===== src/rtl/fp_normalizer.sv =====
// fp_normalizer
//   Post-add normaliser for IEEE-754 single precision. It takes the raw
//   mantissa sum from the adder. In a SHIFT state it applies one
//   normalisation step per cycle, either a carry right-shift or a left
//   shift, until the value is normal, zero, infinite or denormal. The
//   packed result is then held in DONE until downstream accepts it.
//
//   Build option: FPN_UNDERFLOW_FLUSH_EN
//     defined   -> a denormal stop packs signed zero {sign, 31'h0}
//     undefined -> a denormal stop packs {sign, 8'h00, sum[22:0]}
//
//   Ports
//     clk        sole clock, rising edge
//     rst        synchronous active-high reset
//     in_valid   adder result present
//     in_ready   high only in IDLE
//     in_sign    result sign
//     in_exp     larger-operand biased exponent
//     in_sum     raw sum (bit 24 carry, bit 23 hidden)
//     in_inf     adder flagged an infinite operand
//     out_valid  packed result available (state only, no out_ready path)
//     out_ready  downstream accepts result
//     out        {sign, exp, mantissa}
//     shift_cnt  left shifts applied to the current/last result
//
//   state | meaning
//   IDLE  | waiting for an adder result, in_ready high
//   SHIFT | one normalisation step per cycle
//   DONE  | out_valid high, out held until out_ready
module fp_normalizer #(
  parameter int EXP_W = 8,
  parameter int SUM_W = 25
) (
  input  logic             clk,
  input  logic             rst,
  input  logic             in_valid,
  output logic             in_ready,
  input  logic             in_sign,
  input  logic [EXP_W-1:0] in_exp,
  input  logic [SUM_W-1:0] in_sum,
  input  logic             in_inf,
  output logic             out_valid,
  input  logic             out_ready,
  output logic [31:0]      out,
  output logic [4:0]       shift_cnt
);

  localparam int MAN_W = SUM_W - 2;
  localparam logic [EXP_W-1:0] EXP_ONE = {{(EXP_W-1){1'b0}}, 1'b1};
  localparam logic [EXP_W:0]   EXP_INF = {1'b0, {EXP_W{1'b1}}};

  typedef enum logic [1:0] {
    IDLE  = 2'd0,
    SHIFT = 2'd1,
    DONE  = 2'd2
  } state_t;

  state_t r_state;
  state_t w_state_nxt;

  logic             r_sign;
  logic [EXP_W-1:0] r_exp;
  logic [SUM_W-1:0] r_sum;
  logic             r_inf;
  logic [4:0]       r_cnt;
  logic [31:0]      r_out;

  logic             w_stop;
  logic             w_shift_l;
  logic [31:0]      w_pack;
  logic [EXP_W:0]   w_exp_inc;

  // One extra bit so a carry out of exponent 255 cannot wrap silently.
  assign w_exp_inc = {1'b0, r_exp} + {{EXP_W{1'b0}}, 1'b1};

  always_ff @(posedge clk) begin
    if (rst) begin
      r_state <= IDLE;
    end else begin
      r_state <= w_state_nxt;
    end
  end

  always_comb begin
    w_state_nxt = r_state;
    w_stop      = 1'b0;
    w_shift_l   = 1'b0;
    w_pack      = '0;
    case (r_state)
      IDLE: begin
        if (in_valid) w_state_nxt = SHIFT;
      end
      SHIFT: begin
        if (r_inf) begin
          w_stop = 1'b1;
          w_pack = {r_sign, {EXP_W{1'b1}}, {MAN_W{1'b0}}};
        end else if (r_sum == '0) begin
          // Exact cancellation always gives positive zero.
          w_stop = 1'b1;
          w_pack = '0;
        end else if (r_sum[SUM_W-1]) begin
          w_stop = 1'b1;
          if (w_exp_inc >= EXP_INF) begin
            w_pack = {r_sign, {EXP_W{1'b1}}, {MAN_W{1'b0}}};
          end else begin
            // Right shift by one: mantissa becomes sum[23:1].
            w_pack = {r_sign, w_exp_inc[EXP_W-1:0], r_sum[SUM_W-2:1]};
          end
        end else if (r_sum[SUM_W-2]) begin
          w_stop = 1'b1;
          w_pack = {r_sign, r_exp, r_sum[MAN_W-1:0]};
        end else if (r_exp <= EXP_ONE) begin
          // Exponent 0 is treated like 1 so a zero-exponent input cannot wrap.
          w_stop = 1'b1;
`ifdef FPN_UNDERFLOW_FLUSH_EN
          w_pack = {r_sign, 31'h0};
`else
          w_pack = {r_sign, {EXP_W{1'b0}}, r_sum[MAN_W-1:0]};
`endif
        end else begin
          w_shift_l = 1'b1;
        end
        if (w_stop) w_state_nxt = DONE;
      end
      DONE: begin
        if (out_ready) w_state_nxt = IDLE;
      end
      default: w_state_nxt = IDLE;
    endcase
  end

  always_ff @(posedge clk) begin
    if (rst) begin
      r_sign <= 1'b0;
      r_exp  <= '0;
      r_sum  <= '0;
      r_inf  <= 1'b0;
      r_cnt  <= '0;
      r_out  <= '0;
    end else begin
      if (r_state == IDLE && in_valid) begin
        r_sign <= in_sign;
        r_exp  <= in_exp;
        r_sum  <= in_sum;
        r_inf  <= in_inf;
        r_cnt  <= '0;
      end else if (r_state == SHIFT) begin
        if (w_stop) begin
          r_out <= w_pack;
        end else if (w_shift_l) begin
          r_sum <= {r_sum[SUM_W-2:0], 1'b0};
          r_exp <= r_exp - EXP_ONE;
          r_cnt <= r_cnt + 5'd1;
        end
      end
    end
  end

  assign in_ready  = (r_state == IDLE);
  assign out_valid = (r_state == DONE);
  assign out       = r_out;
  assign shift_cnt = r_cnt;

endmodule


===== config.mk =====
export PLATFORM = sky130hd
export DESIGN_NAME = fp_normalizer
export DESIGN_NICKNAME = d
export VERILOG_FILES = /design/src/rtl/fp_normalizer.sv
export SDC_FILE = /design/constraint.sdc
export NUM_CORES = 1
export LEC_CHECK = 0
export CAP_MARGIN = 20
export CORE_MARGIN = 2
export CORE_UTILIZATION = 52
export DETAILED_ROUTE_END_ITERATION = 7
export PLACE_DENSITY = 0.83
export SLEW_MARGIN = 15
export SYNTH_ARGS = -nofsm -noshare
export SYNTH_HDL_FRONTEND = slang
export SYNTH_SLANG_ARGS = --single-unit

===== constraint.sdc =====
create_clock -name clk -period 2.9 [get_ports clk]
set_input_delay 0.87 -clock clk [delete_from_list [all_inputs] [get_ports clk]]
set_output_delay 0.87 -clock clk [all_outputs]
set_load 0.005 [all_outputs]

==> impl_metrics.env, run 1 <==
export IMPL_critical_path_class="reg -> reg"
export IMPL_finalCritPeriodShare_pct=91.7
export IMPL_synth_top_family_by_area="compound AO/OA/AOI/OAI gates"
export IMPL_initial_core_util_pct=53.2
export IMPL_dp_hpwl_um=7150
export IMPL_syn_nets=472
export IMPL_ctsHoldBuffers=0
export IMPL_placedCellCount=585
export IMPL_n_antenna_cell=0
export IMPL_synth_xor_area_share_pct=1.84
export IMPL_status="completed"
export IMPL_peakVddDrop_v=0.000290
export IMPL_fin_hold_ws_ps=460
export IMPL_drc_errors=0
export IMPL_holdPathStages=2
export IMPL_firstDrtPassIters=5
export IMPL_die_h_um=89.7
export IMPL_die_w_um=89.7
export IMPL_area_growth_pct=28.4
export IMPL_fin_util_pct=68.3
export IMPL_start_kind="flop"
export IMPL_drv_cap=0
export IMPL_htreeDepth=3
export IMPL_min_delay_start="r_sign"
export IMPL_worstRegToRegCells=6
export IMPL_synthSimpleGateAreaFrac_pct=24.0
export IMPL_synth_edf_count=0
export IMPL_hold_end="r_sign"
export IMPL_post_cts_resized=0
export IMPL_setup_violations_final=0
export IMPL_worst_hold_path_type="reg -> reg"
export IMPL_synthAdderAreaFrac_pct=1.64
export IMPL_crit_required_ps=3140
export IMPL_finalCriticalPeriod_ps=2660
export IMPL_drive_above_1_share_pct=13.3
export IMPL_syn_cell_area_mm2=0.00382
export IMPL_cts_setup_buffers=0
export IMPL_skew_ps=12.3
export IMPL_cts_clk_slew_worst_paths_ps=80
export IMPL_hold_viol=0
export IMPL_die_area_mm2=0.00804
export IMPL_ys_seq_area_share_pct=38.8
export IMPL_synth_common_cells="nor2_1, dfxtp_1, and2_1"
export IMPL_grt_setup_unrepaired="no"
export IMPL_finalMaxSlewViolations=0
export IMPL_slew_headroom_pct=58.4
export IMPL_yosys_top_cells_area="dfxtp_1, a2111oi_2, nor2_1"
export IMPL_nets=541
export IMPL_async_reset_ff_share_pct=0
export IMPL_cts_sinks=74
export IMPL_synth_compound_area_share_pct=28.3
export IMPL_clkLatencyLatePin_ps=350
export IMPL_synth_cell_type_count=57
export IMPL_r2r_end="r_sum[1]"
export IMPL_tns_ps=0
export IMPL_wl_per_cell_um=16.6
export IMPL_place_congestion=0.917
export IMPL_drtAntennaViolNets=0
export IMPL_end_kind="flop"
export IMPL_cp_slowest_cell="o211ai_4"
export IMPL_core_area_mm2=0.00718
export IMPL_ys_ff_latch=74
export IMPL_fmax_ghz=0.376
export IMPL_ys_flop_type="dfxtp_1"
export IMPL_stdcell_count=601
export IMPL_drtIter0Drc=151
export IMPL_startpoint="r_sum[15]"
export IMPL_finalWorstSetupSlack_ps=241
export IMPL_worstPathArrival_ps=2900
export IMPL_grt_pass1_wl_um=16400
export IMPL_grt_max_degree=47
export IMPL_ys_warn_count=0
export IMPL_tightestPinTransition_ps=623
export IMPL_r2r_slack_ps=240
export IMPL_rows=31
export IMPL_clk_path_buf_depth=2
export IMPL_numCtsBuffers=9
export IMPL_portBuffers=77
export IMPL_crit_fanout=25
export IMPL_syn_area_per_cell_um2=8.92
export IMPL_synth_mux_area_share_pct=0.524
export IMPL_dp_slack_ps=259
export IMPL_track_usage_pct=26.2
export IMPL_grt_antenna_before_repair=0
export IMPL_fillers=596
export IMPL_crit_reg2reg_launch="r_sum[15]"
export IMPL_cp_slowest_stage_delay_ps=530
export IMPL_cts_tree="built"
export IMPL_yosysMostFrequentCell="nor2_1"
export IMPL_vias=3615
export IMPL_routed_wl_um=9990
export IMPL_cts_root_buf="clkbuf_8"
export IMPL_p_per_area_mw_per_mm2=606
export IMPL_synth_top_area_share_pct=38.8
export IMPL_syn_inst=428
export IMPL_crit_chain="nor4_1 > nand4_1 > o211ai_4 > buf_4 > nor2_1 > a2111oi_2"
export IMPL_grt_pass1_vias=3395
export IMPL_grt_ovfl_total=0
export IMPL_avgViaCountPerCell=6.01
export IMPL_leakagePower_uw=0.00180
export IMPL_ioPinCount=78
export IMPL_synth_top_cell_by_area="dfxtp_1"
[state kept, by name (all words and copies together) (netlist names)]
register   count
r_state        2
r_sign         1
shift_cnt      5
out           32
r_sum         25
r_inf          1
r_exp          8
[metrics by stage]
step | power, µW | area [µm²]
2_1_floorplan | 1790 | 3820
3_3_place_gp | 2060 | 4680
3_5_place_dp | 2080 | 4680
4_1_cts | 2980 | 4900
5_1_grt | 3120 | 4900
6_report | 2970 | 4900
[report_power, final]
part	internal [µW]	leakage [µW]	switching, µW
Sequential	1120	0.000606	143
Combinational	371	0.00108	427
Clock	492	0.000114	412
[cell usage in the layout (no fill, tap or decap), types with 4 or more instances in the layout]
master | synthesis | routed
buf_4 | 4 | 13
or3_1 | 5 | 5
a2111oi_2 | 22 | 22
clkdlybuf4s50_1 | 0 | 76
nand2_1 | 18 | 18
o21ai_0 | 8 | 8
and2_1 | 26 | 26
nor4_1 | 6 | 6
inv_1 | 6 | 6
ha_1 | 5 | 5
a31oi_1 | 8 | 8
nand3_1 | 12 | 12
o211ai_1 | 4 | 4
clkbuf_8 | 0 | 9
nor3_1 | 5 | 5
a21oi_1 | 17 | 17
nand4_1 | 4 | 4
dfxtp_1 | 74 | 74
xnor2_1 | 7 | 7
nor2_1 | 81 | 81
a211oi_1 | 6 | 6
a221o_1 | 23 | 23
[cell type report]
| class | count | area [µm²] | share of cell area [%] |
|---|---|---|---|
| clock buffers | 9 | 124 | 2.53 |
| flip-flops and latches | 74 | 1480 | 30.2 |
| repair buffers | 91 | 883 | 18.0 |
| inverters | 7 | 26.3 | 0.536 |
| clock inverters | 7 | 100 | 2.04 |
| multi-input cells | 314 | 2160 | 44.1 |
| well taps | 99 | 124 | 2.53 |
[metal layers]
layer  part of all wire, %  up-vias  global-route usage [%]
met5                     0        -                       0
met4                   1.3        0                    8.14
met3                   5.8       12                    5.03
met2                    49      125                    43.9
met1                    44     1743                    34.2
li1                      -     1735                       -
[cells by family after synthesis]
kind of cell	Yosys count
compound gates	117
xor+xnor	8
fa+ha+maj	5
buf+inv	40
flops	74
mux	2
simple gates	182
[worst max-delay path: cells and delay by family, from the launching register on]
family / cells / cell delay [ps]
flops: 1 / 350
compound gates: 2 / 880
buf+inv: 1 / 400
simple gates: 3 / 900
[how the worst max path moves through the flow]
stage               endpoint  cells past startpoint
finish              r_sum[1]                      6
global route        r_sum[6]                      6
CTS                 r_sum[1]                      6
detailed placement  r_sum[1]                      6
global placement    r_sum[9]                      6
floorplan           r_exp[5]                      8
(Power assumes the default switching activity.)
==> run 2, diff against run 1 <==
- CORE_UTILIZATION: 52 -> 54
- HOLD_SLACK_MARGIN: default -> 0.1
- PLACE_DENSITY: 0.83 -> 0.85
- clock period: 2.9 -> 3.4 ns (I/O delays scaled with it)
==> impl_metrics.env, run 2 (synthesis results as in run 1) <==
export IMPL_multi_input_area_mm2=0.00216
export IMPL_dp_hpwl_um=6840
export IMPL_rows=30
export IMPL_placedCellCount=578
export IMPL_leakagePower_uw=0.00179
export IMPL_cts_root_buf="clkbuf_8"
export IMPL_die_area_mm2=0.00776
export IMPL_largest_reg_flops=32
export IMPL_nets=537
export IMPL_mostFrequentLayoutCells="nor2_1, clkdlybuf4s50_1, dfxtp_1"
export IMPL_worst_hold_path_type="reg -> reg"
export IMPL_hold_viol=0
export IMPL_fillers=538
export IMPL_tns_ps=0
export IMPL_stdcell_count=594
export IMPL_grt_setup_unrepaired="no"
export IMPL_die_w_um=88.1
export IMPL_cp_slowest_cell="o211ai_4"
export IMPL_drive_above_1_share_pct=12.4
export IMPL_crit_fanout=27
export IMPL_portBuffers=77
export IMPL_cts_setup_buffers=0
export IMPL_drv_cap=0
export IMPL_grt_pass1_wl_um=16700
export IMPL_area_growth_pct=28.3
export IMPL_initial_core_util_pct=55.9
export IMPL_register_area_mm2=0.00148
export IMPL_crit_required_ps=3640
export IMPL_finalCritPeriodShare_pct=82.0
export IMPL_clkLatencyLatePin_ps=350
export IMPL_post_cts_resized=0
export IMPL_ctsHoldBuffers=0
export IMPL_core_area_mm2=0.00683
export IMPL_finalCriticalPeriod_ps=2790
export IMPL_grt_max_degree=47
export IMPL_skew_ps=12.1
export IMPL_peakVddDrop_v=0.000294
export IMPL_drtIter0Drc=237
export IMPL_cts_clk_slew_worst_paths_ps=90
export IMPL_avgViaCountPerCell=6.12
export IMPL_worstPathArrival_ps=3020
export IMPL_start_kind="flop"
export IMPL_grt_antenna_before_repair=0
export IMPL_drtAntennaViolNets=0
export IMPL_drc_errors=0
export IMPL_grt_pass1_vias=3319
export IMPL_p_per_area_mw_per_mm2=546
export IMPL_routed_wl_um=10200
export IMPL_wl_per_cell_um=17.2
export IMPL_place_congestion=0.985
export IMPL_n_antenna_cell=0
export IMPL_cp_slowest_stage_delay_ps=590
export IMPL_die_h_um=88.1
export IMPL_critical_path_class="reg -> reg"
export IMPL_layout_commonest_cell="nor2_1"
export IMPL_numCtsBuffers=9
export IMPL_vias=3637
export IMPL_grt_ovfl_total=0
export IMPL_slew_headroom_pct=58.8
export IMPL_track_usage_pct=27.5
export IMPL_firstDrtPassIters=7
export IMPL_fmax_ghz=0.359
export IMPL_tightestPinTransition_ps=618
export IMPL_clk_path_buf_depth=2
export IMPL_status="completed"
export IMPL_cts_tree="built"
export IMPL_finalMaxSlewViolations=0
export IMPL_setup_violations_final=0
export IMPL_crit_chain="nor4_1 > nand4_1 > o211ai_4 > buf_4 > nor2_1 > a2111oi_2"
export IMPL_end_kind="flop"
export IMPL_ioPinCount=78
export IMPL_cts_sinks=74
export IMPL_htreeDepth=3
==> run 2: cell types whose count changed in the layout (fill, tap and decap cells not counted) <==
cell       previous run  this run
clkinv_4              2         1
clkinv_2              1         0
buf_4                13        10
inv_6                 2         1
clkbuf_1              0         1
bufinv_16             2         4
buf_12                1         0
==> run 2: path summary, 6_finish.rpt <==
kind / from / end / slack (ps) / depth (start not counted)
min reg2reg: r_sign / r_sign / 460 / 2
max reg2reg: r_sum[9] / r_sum[10] / 610 / 6
min: r_sign / r_sign / 460 / 2
max: r_sum[9] / r_sum[10] / 610 / 6
==> run 2: critical path, delay by kind of cell (launching register included) <==
kind | cells | cell delay (ps)
AO/OA/AOI/OAI | 2 | 950
AND/OR/NAND/NOR | 3 | 920
buffers and inverters | 1 | 430
flip-flops | 1 | 360
==> run 2: where the power goes <==
group | total [µW] | internal (µW) | switching (µW) | leakage [µW]
combinational | 661 | 302 | 359 | 0.00105
clock | 917 | 566 | 350 | 0.000131
sequential | 1090 | 959 | 136 | 0.000606
total | 2670 | 1830 | 845 | 0.00179
==> run 2: cell type report <==
type	instances	area share, %
multi-input combinational	314	44.2
inverter	7	0.537
timing repair buffer	87	17.2
clock buffer	10	2.61
sequential	74	30.3
tap	96	2.45
clock inverter	6	2.81
==> run 2: metrics by stage <==
stage                     area [µm²]  setup WS [ps]  util (%)  hold slack [ps]  total power [µW]
after floorplan                 3820           1170         -              437              1530
after global placement          4630            790      67.8              449              1740
after detailed placement        4630            702      67.8              456              1760
after CTS                       4900            603      71.7              467              2670
after global routing            4900            424      71.7              493              2780
final                           4900            611      71.7              463              2670
==> run 2: routing by layer <==
metal  vias to the layer above  track usage [%]  share of wire [%]
met1                      1752             37.5                 45
met5                         -                0                  0
met4                         0             9.92                2.1
met2                       136             44.4                 48
li1                       1729                -                  -
met3                        20             4.15                5.8
